$ cat config.mk
export PLATFORM = sky130hd
export DESIGN_NAME = imem_loader
export DESIGN_NICKNAME = d
export VERILOG_FILES = /design/src/rtl/imem_loader.sv
export SDC_FILE = /design/constraint.sdc
export NUM_CORES = 1
export LEC_CHECK = 0
export BUFFER_PORTS_ARGS = -buffer_cell sky130_fd_sc_hd__buf_4
export CAP_MARGIN = 5
export CORE_MARGIN = 3
export CORE_UTILIZATION = 55
export DETAILED_ROUTE_END_ITERATION = 12
export GPL_ROUTABILITY_DRIVEN = 0
export PLACE_DENSITY = 0.81
export SLEW_MARGIN = 20
export SYNTH_ARGS = -nofsm -noshare
export SYNTH_HDL_FRONTEND = slang
export SYNTH_SLANG_ARGS = --single-unit
$ cat constraint.sdc
create_clock -name clk1 -period 2.8 [get_ports clk1]
set_input_delay 0 -clock clk1 [delete_from_list [all_inputs] [get_ports clk1]]
set_output_delay 0 -clock clk1 [all_outputs]
set_load 0.05 [all_outputs]
$ cat src/rtl/imem_loader.sv
// rtl/imem_loader.sv - streams instruction words into instruction memory from a base address,
// keeping a running checksum and holding the core in reset until the load completes.
module imem_loader #(
  parameter int ADDR_W = 10
) (
  input  logic              clk1,
  input  logic              rst,
  input  logic              start,
  input  logic              abort,
  input  logic [ADDR_W-1:0] base_addr,
  input  logic [ADDR_W:0]   word_count,
  input  logic              in_valid,
  input  logic [31:0]       in_data,
  output logic              in_ready,
  output logic              im_we,
  output logic [ADDR_W-1:0] im_addr,
  output logic [31:0]       im_wdata,
  output logic              busy,
  output logic              done,
  output logic              err,
  output logic [31:0]       checksum,
  output logic              core_rst
);

  typedef enum logic [1:0] {IDLE, LOAD, DONE, ERR} state_t;

  localparam logic [ADDR_W:0] DEPTH = {1'b1, {ADDR_W{1'b0}}};

  state_t            state_q;
  logic [ADDR_W-1:0] addr_q;
  logic [ADDR_W:0]   remaining_q;
  logic [31:0]       checksum_q;
  logic              im_we_q;
  logic [ADDR_W-1:0] im_addr_q;
  logic [31:0]       im_wdata_q;
  logic              core_rst_q;

  logic              hs;
  logic [ADDR_W:0]   end_addr;

  // Wrap-around check is done one bit wider than the address so base+count==DEPTH stays legal.
  assign end_addr = {1'b0, base_addr} + word_count;
  assign hs       = in_valid && (state_q == LOAD);

  always_ff @(posedge clk1 or negedge rst) begin
    if (!rst) begin
      state_q     <= IDLE;
      addr_q      <= '0;
      remaining_q <= '0;
      checksum_q  <= '0;
      im_we_q     <= 1'b0;
      im_addr_q   <= '0;
      im_wdata_q  <= '0;
      core_rst_q  <= 1'b0;
    end else begin
      im_we_q    <= 1'b0;
      core_rst_q <= 1'b0;
      case (state_q)
        IDLE, DONE, ERR: begin
          if (start) begin
            checksum_q  <= '0;
            addr_q      <= base_addr;
            remaining_q <= word_count;
            if (end_addr > DEPTH) begin
              state_q <= ERR;
            end else if (word_count == '0) begin
              state_q <= DONE;
            end else begin
              state_q <= LOAD;
            end
          end else if (state_q == DONE) begin
            // One cycle behind DONE so the final write retires before the core runs.
            core_rst_q <= 1'b1;
          end
        end
        LOAD: begin
          if (hs) begin
            im_we_q     <= 1'b1;
            im_addr_q   <= addr_q;
            im_wdata_q  <= in_data;
            addr_q      <= addr_q + 1'b1;
            remaining_q <= remaining_q - 1'b1;
            checksum_q  <= checksum_q + in_data;
          end
          if (abort) begin
            state_q <= IDLE;
          end else if (hs && remaining_q == {{ADDR_W{1'b0}}, 1'b1}) begin
            state_q <= DONE;
          end
        end
        default: state_q <= IDLE;
      endcase
    end
  end

  assign in_ready = (state_q == LOAD);
  assign busy     = (state_q == LOAD);
  assign done     = (state_q == DONE);
  assign err      = (state_q == ERR);
  assign im_we    = im_we_q;
  assign im_addr  = im_addr_q;
  assign im_wdata = im_wdata_q;
  assign checksum = checksum_q;
  assign core_rst = core_rst_q;

endmodule
**Word-level counts from Yosys, hierarchy flattened**

Index checks and enable logic that the tools add are counted.

- Register bits after elaboration: 99
- Word-level logic and storage cells: 48
- Output and inout bits: 80
- Bits of input ports: 58

- Equality and inequality tests: 7
- Multiplexer cells: 20
- Reductions and logical operators: 8
- $lt $le $gt $ge: 1
- Add/sub/neg operators: 4

Operators with widths:

| cell | count |
|---|---|
| $mux 32 | 2 |
| $pmux 32 s2 | 1 |
| $add 32x32->32 | 1 |
| $mux 11 | 2 |
| $pmux 11 s2 | 1 |
| $mux 10 | 2 |
| $pmux 10 s2 | 1 |
| $add 10x11->11 | 1 |
| $eq 11x1->1 const B | 1 |
| $gt 11x11->1 const B | 1 |
| $logic_not 11->1 | 1 |
| $sub 11x1->11 const B | 1 |
| $add 10x1->10 const B | 1 |
| $mux 2 | 5 |
| $reduce_and 2->1 | 3 |
| $mux 1 | 5 |
| $eq 2x2->1 const B | 2 |
| $pmux 2 s2 | 1 |
| $ne 3x2->1 const B | 1 |
| $reduce_or 3->1 | 1 |
| $eq 2x1->1 const B | 1 |
| $logic_and 1x1->1 | 2 |
| $logic_not 2->1 | 1 |
| $ne 2x1->1 const B | 1 |
| $ne 2x2->1 const B | 1 |

**Longest topological paths before layout**

Gate-level depths: netlist of the first run.

- Depth in word-level cells: 6
- Mapped depth: 11
- Gate-level depth less buffers: 11

**Worst setup path after synthesis of the first run**

OpenSTA, ideal clock, no wires.

- Kind: reg2reg
- Start point: register checksum_q[0], in the netlist checksum[0]
- End point: register checksum_q[24], in the netlist checksum[24]
- Data required time: 2.678 ns
- Clock period less this slack: 2.888 ns
- Path buffers: 0
- Path slack: -0.088 ns
- Setup time: 0.122 ns
- Arrival: 2.767 ns
- Cell stages (with the launch flop): 11
- Path through: dfrtp_1 -> ha_1 -> fa_1 -> a211oi_2 -> o21bai_2 -> o21ai_2 -> o2111a_1 -> or3_1 -> a21oi_2 -> or3_1 -> a32o_1

- Longest elaborated chain between the ends: 3

Ends and longest elaborated chain:

| item | line | RTL |
|---|---|---|
| start: declaration | 32 | `logic [31:0] checksum_q;` |
| start signal: assignment | 83 | `checksum_q <= checksum_q + in_data;` |
| $add 32x32->32 | 83 |  |
| $mux 32 | 77 | `if (hs) begin` |
| $pmux 32 s2 | 58 | `case (state_q)` |

No other way between the ends. The select of a mux whose other input is x is not followed.
A chain may end at the register's enable or synchronous reset.

**Worst setup path after layout of the first run**

Ends and elaborated chain as after synthesis.

==> results of run 1 <==
==> sequential cells by signal (all words and copies together) (netlist names) <==
name and cells:
addr_q 10, checksum 32, core_rst 1, im_addr 10
im_wdata 32, im_we 1, remaining_q 11, state_q 2
==> cell families after synthesis <==
logic type,count (synthesis),share of synthesized area [%]
and+or+nand+nor,310,21.7
AOI/OAI and AO/OA,214,21.5
DFF,99,39.1
buffers and inverters,53,3.40
adders and majority gates,46,9.32
xor gates and xnor gates,33,4.56
muxes,3,0.474
==> worst min-delay path: cells and delay by family <==
kind / cells / cell delay [ps]
compound gates: 2 / 190
buf+inv: 1 / 90
simple gates: 1 / 50
==> final timing paths <==
| check | from | end | depth (start not counted) |
|---|---|---|---|
| min in group asynchronous | rst | checksum[1] | 2 |
| setup reg to reg | checksum[0] | checksum[24] | 10 |
| setup / recovery | checksum[0] | checksum[24] | 10 |
| hold reg to reg | im_wdata[19] | im_wdata[19] | 2 |
| hold / removal | abort | state_q[1] | 4 |
| max in group asynchronous | rst | im_wdata[20] | 3 |
==> metrics by stage <==
| stage | TNS (ps) | hold slack [ps] | instances | worst slack, ps |
|---|---|---|---|---|
| 6_report | 0 | 12.8 | 1080 | 115 |
| 5_1_grt | -33.4 | 38.9 | 1080 | -18.3 |
| 4_1_cts | 0 | 12.3 | 1076 | 55.1 |
| 3_5_place_dp | 0 | 140 | 1010 | 71.2 |
| 3_3_place_gp | 0 | 126 | 1010 | 154 |
| 2_1_floorplan | 0 | -296 | 758 | 14.4 |
==> where the power goes <==
| group | internal [mW] | total, mW | switching [mW] | leakage [nW] |
|---|---|---|---|---|
| Combinational | 2.16 | 6.42 | 4.25 | 2.76 |
| Sequential | 2.09 | 2.63 | 0.542 | 1.25 |
| Clock | 0.596 | 1.12 | 0.529 | 0.122 |
==> layout make-up <==
type,instances,area (um^2),share of cell area [%]
tap,140,175,2.10
multi-input combinational,606,3690,44.4
clock inverter,3,17.5,0.210
timing repair buffer,202,1660,19.9
sequential,99,2480,29.8
clock buffer,12,236,2.84
inverter,18,67.6,0.812
==> cell usage after synthesis, drive strengths merged (8+ instances only) <==
cell / instances / area [um^2]
a211oi: 12 / 95.1
a21o: 24 / 180
a21oi: 56 / 284
buf: 11 / 57.6
clkbuf: 24 / 90.1
dfrtp: 99 / 2480
ha: 44 / 551
inv: 18 / 67.6
nand2: 185 / 694
nand3: 21 / 105
nand4: 8 / 50.1
nor2: 40 / 150
nor3: 11 / 65.1
nor4: 9 / 56.3
o21ai: 65 / 329
xnor2: 16 / 140
xor2: 17 / 149
==> layer usage <==
layer	up-vias	wire, um
met1	3055	7590
li1	3042	-
met5	-	0
met4	0	548
met3	49	1290
met2	293	9220
==> cell usage in the layout (no fill, tap or decap), types with 17 or more instances in the layout <==
cell type and instances:
o21ai_0 18, a21oi_1 54, nand2_1 184, a21o_1 24, ha_1 43, nand3_1 21
o21ai_1 46, xor2_1 17, buf_4 150, dlygate4sd3_1 51, nor2_1 39, dfrtp_1 98
==> what timing repair did <==
action / CTS / global route
hold endpoints to repair: 109 / 0
setup endpoints to repair: 0 / 12
hold buffers: 51 / 0
resized for setup: 0 / 8
setup buffers: 0 / 4
==> summary.txt, run 1 <==
Cells and area
  – Final instance area: 8330 um^2
  – Nets: between 1000 and 1500
  – Final Util: 75.5%
  – Layout cell share with drive strength beyond 1: 19.6%
  – Fill count: 785
  – N_diodes: 0
  – Area growth from synthesis to layout: 31.4%

STA
  – Period minus WS final: 2680 ps
  – Clk_skew: 9.24 ps
  – Max Fclk: 372 MHz
  – Final Cycle Share: a little over nine tenths
  – Slew margin rel.: between 40% and 50%
  – Setup Viol. Count Final: 0
  – Hold Violations, Final: 0
  – Worst-Margin Slew: 842 ps
  – Pins over their slew limit: 0

Synth
  – Syn Inst Count: 758
  – Yosys reg bits: between 90 and 100
  – EDFF count, synth: 0
  – Mean Syn Cell Area: 8.36 um^2
  – Sequential-to-total area share from yosys stat: 39.1%
  – Syn Nets: 862
  – Post-synthesis cell type count: 66
  – Top FF cell, synth: dfrtp_1
  – Syn. warnings: 0
  – Fraction of registers with async set/reset: 100%
  – Mapped Area: between 6000 and 7000 um^2

Placement
  – Area of placed instances: about 7500 um^2
  – HPWL Detailed: between 10 and 15 mm
  – Number of port buffers: 137

Worst setup path
  – Critical path fanouts, max: 3
  – Critical path type: register to register
  – WP data required: 3040 ps
  – Crit path arrival time: around 2900 ps
  – Top Family by Delay on Critical Path: compound AO/OA/AOI/OAI gates
  – Startpoint class of the critical path: register
  – Crit. End Element: register
  – Worst path buffer plus inverter count: 0
  – Reg-to-reg setup timing slack: 120 ps
  – Critical Path, Cell by Cell: ha_4 > fa_2 > a211oi_2 > o21bai_2 > o21ai_2 > o2111a_1 > or3_4 > a21oi_2 > or3_1 > a32o_1
  – Crit path max-delay cell type: dfrtp_2
  – Max incr delay on CP: 430 ps

Global route
  – Antenna violations before repair: 0
  – Gr busiest metal: met2
  – Met2 Usage GRT: roughly half
  – M3 GR Usage: 4.81%
  – Global route overflow: 0
  – First-pass GRT wire length: a little over 30 mm
  – Total Routing Usage GR: 29.1%
  – Largest net degree at the start of global routing: 61
  – Vias in the first global route: 6359
  – GR Util met1: 37.2%

Power and ir drop
  – LEAKAGE: slightly above 4 nW
  – Worst vdd rail ir drop: 0.769 mV
  – Cell Pwr Density: 1220 nW/um^2
  – Total power: 10.2 mW

Routing
  – Antenna viol nets, final: 0
  – Routed Wire Length: around 19 mm
  – Via count: 6439
  – First DRT Iteration DRCs: 405
  – Iteration count of the initial detailed-routing pass: 6
  – DRC Markers: 0
  – Routed len/inst: 17.3 um
  – Vias per Instance: 5.96

Job
  – Number of max-cap violations: 0

Floorplan
  – Die Width: 113 um
  – Die ar.: roughly 13000 um^2
  – Row Count: 38
  – Core area: 11000 um^2
  – Die height: 113 um
  – Initial core utilization: a little under three fifths
  – Top Ports: 138

Clocking
  – Worst-skew pair later-pin latency: roughly 350 ps
  – CTS clk-pin slew, worst paths: 70 ps
  – CTS tree: built
  – CTS Buffer Depth: 2
  – Root Driver: clkbuf_16
  – Clock sink count: 99
  – # H-tree levels: 3
  – Total CTS buffers: 9

Hold path
  – Hold Path Class: input port to register

Outcome
  – Status: complete, no violations
(Power assumes the default switching activity.)
==> inputs of run 2 (changes only) <==
Settings changed: CTS_BUF_LIST set to sky130_fd_sc_hd__clkbuf_4 sky130_fd_sc_hd__clkbuf_8.
==> run 2 against run 1 <==
Setup slack worse by 3.0 ps. Critical path depth stayed put. Largest cell class unchanged. Final cell count is 0.28% higher. Sequential share of layout area is 0.20 points higher. Global-route usage is 0.12 points lower. Worst hold slack better by 17 ps. Die area stayed put. Via count is 1.1% lower. Clock-buffer cell count stayed put. Clock skew is 1.0 ps higher.
==> summary.txt, run 2 (synthesized netlist as in run 1, its figures left out) <==
STA
  – Final setup TNS: 0 ps
  – Hold Violations, Final: 0
  – Worst-Margin Slew: 825 ps
  – Final Cycle Share: 96.0%
  – Clk_skew: between 10 and 15 ps
  – Period minus WS final: ~2700 ps
  – Pins over their slew limit: 0
  – Setup Viol. Count Final: 0
  – Max Fclk: 372 MHz
  – Slew margin rel.: 45.0%

Power and ir drop
  – Clk network pwr share: 8.6%
  – Total power: 9.89 mW
  – Worst vdd rail ir drop: approximately 0.75 mV
  – P_sw: 5.29 mW
  – Cell Pwr Density: roughly 1200 nW/um^2
  – LEAKAGE: ~4.1 nW
  – Comb power frac: about two thirds
  – Pint: 4.59 mW
  – Sw frac: 53.5%
  – Power share of the sequential group: 26.6%

Cells and area
  – N_diodes: 0
  – Final cell count without fillers: between 1000 and 1500
  – Layout cell share with drive strength beyond 1: 19.8%
  – Area growth from synthesis to layout: 30.6%
  – Final instance area: 8270 um^2
  – Most common cell after layout, fill and taps aside: nand2_1
  – Most frequent cells in the layout: 184 x nand2_1, 150 x buf_4, 98 x dfrtp_1
  – Nets: 1043
  – Fill count: 786

Clocking
  – Root Driver: clkbuf_8
  – Clock sink count: 99
  – CTS clk-pin slew, worst paths: approximately 90 ps
  – CTS Buffer Depth: 2
  – CTS tree: built
  – # H-tree levels: 3
  – Worst-skew pair later-pin latency: slightly below 400 ps
  – Total CTS buffers: 9

Global route
  – Largest net degree at the start of global routing: about 60
  – Vias in the first global route: 6291
  – Global route overflow: 0
  – Antenna violations before repair: 0
  – Total Routing Usage GR: 29.0%
  – First-pass GRT wire length: 30.3 mm

Job
  – Number of max-cap violations: 0

Routing
  – Via count: 6371
  – DRC Markers: 0
  – Routed len/inst: 17.0 um
  – Vias per Instance: 5.88
  – Iteration count of the initial detailed-routing pass: 5
  – First DRT Iteration DRCs: 438
  – Routed Wire Length: 18.5 mm
  – Antenna viol nets, final: 0

Worst setup path
  – Crit path arrival time: 2970 ps
  – WP data required: 3080 ps
  – Critical path type: register to register
  – Startpoint class of the critical path: register
  – Crit. End Element: register
  – Critical path fanouts, max: 3

Outcome
  – Status: complete, no violations

Floorplan
  – Top Ports: 138
  – Core area: 11000 um^2
  – Die ar.: 12800 um^2
  – Die Width: 113 um
  – Row Count: 38
  – Die height: about 110 um
  – Initial core utilization: ~57%

Placement
  – HPWL Detailed: 12.6 mm
  – Number of port buffers: 137
  – Area of placed instances: 7480 um^2
  – Placed cell count: roughly 1000

Hold path
  – Hold Path Class: input port to register
[run 2: power by group through the flow]
stage	clock network, mW	logic (mW)	registers [mW]
2_1_floorplan	0	2.87	4.24
5_1_grt	0.916	6.93	2.71
6_report	0.847	6.41	2.63
4_1_cts	0.866	6.30	2.61
3_3_place_gp	0	6.09	2.59
3_5_place_dp	0	6.22	2.63
[run 2: critical path, stage by stage (launching register included)]
cell,delay (ps)
dfrtp_2,440
ha_4,170
fa_2,420
a211oi_2,280
o21bai_2,120
o21ai_2,160
o2111a_1,240
or3_4,140
a21oi_2,50
or3_1,300
a32o_1,250
[run 2: timing repair]
action	in CTS	in global routing
endpoints found under the hold margin	113	0
buffers inserted	0	4
hold buffers	54	0
endpoints found under the setup margin	0	12
gates resized for setup	0	8
[run 2: final timing paths]
| path | slack [ps] | from | cells after the start | end |
|---|---|---|---|---|
| max | 110 | checksum[0] | 10 | checksum[24] |
| min | 30 | in_data[31] | 3 | im_wdata[31] |
| max reg2reg | 110 | checksum[0] | 10 | checksum[24] |
| min reg2reg | 480 | im_wdata[19] | 2 | im_wdata[19] |
| max in group asynchronous | 1870 | rst | 3 | im_wdata[17] |
| min in group asynchronous | 240 | rst | 2 | checksum[1] |
[run 2: layout make-up]
class / count / area (um^2) / area share, %
multi-input combinational: 606 / 3700 / 44.7
tap: 140 / 175 / 2.12
clock buffer: 12 / 146 / 1.77
clock inverter: 3 / 17.5 / 0.212
timing repair buffer: 205 / 1690 / 20.4
inverter: 18 / 67.6 / 0.817
sequential: 99 / 2480 / 30.0
[run 2: stage by stage]
| step | setup WS, ps | utilization (%) | hold slack, ps |
|---|---|---|---|
| 2_1_floorplan | 14.4 | - | -296 |
| 3_3_place_gp | 154 | 67.8 | 126 |
| 3_5_place_dp | 71.2 | 67.8 | 140 |
| 4_1_cts | 47.7 | 74.2 | 2.92 |
| 5_1_grt | -16.7 | 75.0 | 34.1 |
| 6_report | 112 | 75.0 | 30.2 |
[run 2: layer usage]
layer  GRT usage (%)  share of wire [%]  vias to the layer above
li1                -                  -                     3040
met1            36.9                 41                     3012
met2            48.3                 49                      272
met3            5.03                6.8                       47
met4            13.4                3.3                        0
met5               0                  0                        -
==> inputs of run 3 (changes only) <==
Settings changed: CORE_UTILIZATION 55 to 30, PLACE_DENSITY 0.81 to unset.
==> run 3 against run 2 <==
Non-clock buffer count decreased by 1. Highest routed layer unchanged. Sequential power hardly changed. Final cell count grew 12%. Clock power up 24%. Via count is 4.2% lower.
==> summary.txt, run 3 (synthesized netlist as in run 1, its figures left out) <==
Outcome
  – Status: complete, no violations

Global route
  – First-pass GRT wire length: 30.1 mm
  – Largest net degree at the start of global routing: 60
  – Antenna violations before repair: 0
  – Total Routing Usage GR: between 15 and 20%
  – Global route overflow: 0
  – Vias in the first global route: 6095

Placement
  – Number of port buffers: approximately 140
  – Area of placed instances: 7660 um^2
  – DP Worst Slack: approximately 67 ps
  – HPWL Detailed: roughly 14 mm
  – Placed cell count: 1142

Cells and area
  – Layout cell share with drive strength beyond 1: 19.4%
  – N_diodes: 0
  – Most frequent cells in the layout: 184 x nand2_1, 149 x buf_4, 98 x dfrtp_1
  – Most common cell after layout, fill and taps aside: nand2_1
  – Fill count: 2061
  – Final cell count without fillers: 1212
  – Nets: 1042
  – Final Util: between 40% and 50%
  – Area growth from synthesis to layout: 33.3%
  – Final instance area: 8440 um^2

Routing
  – DRC Markers: 0
  – First DRT Iteration DRCs: 318
  – Vias per Instance: between 5 and 6
  – Antenna viol nets, final: 0
  – Routed Wire Length: 18.5 mm
  – Iteration count of the initial detailed-routing pass: 5
  – Via count: 6106
  – Routed len/inst: 15.3 um

Worst setup path
  – Critical path fanouts, max: 3
  – Critical path type: register to register
  – Most Frequent Cell on Critical Path: or3_1
  – Crit path max-delay cell type: dfrtp_2
  – Critical Path, Cell by Cell: ha_2 > fa_2 > a211oi_2 > o21bai_2 > o21ai_2 > o2111a_1 > or3_1 > a21oi_2 > or3_1 > a32o_1
  – WP data required: 3080 ps
  – Crit path arrival time: 2960 ps
  – Crit. End Element: register
  – Startpoint class of the critical path: register
  – Max incr delay on CP: 420 ps

Job
  – Number of max-cap violations: 0

Floorplan
  – Core area: 20500 um^2
  – Initial core utilization: 30.9%
  – Die ar.: 22900 um^2
  – Top Ports: around 140
  – Row Count: 52
  – Die height: around 150 um
  – Die Width: roughly 150 um

STA
  – Slew margin rel.: 45.5%
  – Setup Viol. Count Final: 0
  – Pins over their slew limit: 0
  – Final setup TNS: 0 ps
  – Max Fclk: roughly 370 MHz
  – Worst-Margin Slew: 818 ps
  – Min Hold Slack: 21.0 ps
  – Hold Violations, Final: 0
  – Final Cycle Share: 95.7%
  – RSZ-0062 raised after global routing: no
  – Period minus WS final: between 2000 and 3000 ps
  – Clk_skew: 16.0 ps
  – Post-route setup slack: 120 ps

Clocking
  – # H-tree levels: 3
  – CTS clk-pin slew, worst paths: 100 ps
  – Root Driver: clkbuf_8
  – CTS Buffer Depth: 2
  – CTS tree: built
  – Total CTS buffers: 9
  – Worst-skew pair later-pin latency: 380 ps
  – Clock sink count: 99

Power and ir drop
  – Comb power frac: 63.4%
  – P_sw: 5.24 mW
  – Worst vdd rail ir drop: 0.494 mV
  – Power share of the sequential group: 26.1%
  – Sw frac: between 50 and 60%
  – Pint: 4.77 mW
  – Cell Pwr Density: around 1200 nW/um^2
  – Total power: 10.0 mW
  – Clk network pwr share: a little over a tenth
  – LEAKAGE: 4.12 nW

Hold path
  – Hold Path Class: input port to register
==> run 3: final cells by class <==
cell class,instances,area (um^2),share of cell area [%]
multi-input combinational,606,3660,43.3
sequential,99,2480,29.4
timing repair buffer,204,1680,19.9
tap,270,338,4.00
clock buffer,11,145,1.72
clock inverter,4,73.8,0.875
inverter,18,67.6,0.800
==> run 3: timing repair <==
item / CTS / global route
gates resized for setup: 0 / 3
endpoints found under the setup margin: 0 / 7
setup buffers: 0 / 1
hold buffers: 54 / 0
hold endpoints to repair: 112 / 0
==> run 3: worst paths after layout <==
check,start,end,slack [ps],cells past startpoint
max,checksum[0],checksum[24],120,10
min,in_data[31],im_wdata[31],20,3
max reg2reg,checksum[0],checksum[24],120,10
min reg2reg,im_wdata[10],im_wdata[10],480,2
max in group asynchronous,rst,checksum[28],1840,3
min in group asynchronous,rst,checksum[5],260,2
==> run 3: worst max-delay path: cells and delay by family (launching register included) <==
family,cells,cell delay [ps]
adders and majority gates,2,620
DFF,1,420
and+or+nand+nor,2,490
AOI/OAI and AO/OA,6,1060
==> run 3: per-layer routing <==
layer,GRT usage [%],share of wire (%),wire length (um)
met1,21.9,46,8550
met5,0,0,0
met3,3.14,5.7,1060
met4,4.40,1.1,207
met2,27.3,47,8710
==> run 3: power by group through the flow <==
stage / combinational [mW] / clock, mW / sequential (mW)
global route: 6.93 / 1.15 / 2.70
finish: 6.34 / 1.05 / 2.61
detailed placement: 6.29 / 0 / 2.64
floorplan: 2.87 / 0 / 4.24
global placement: 6.26 / 0 / 2.61
CTS: 6.36 / 1.10 / 2.61
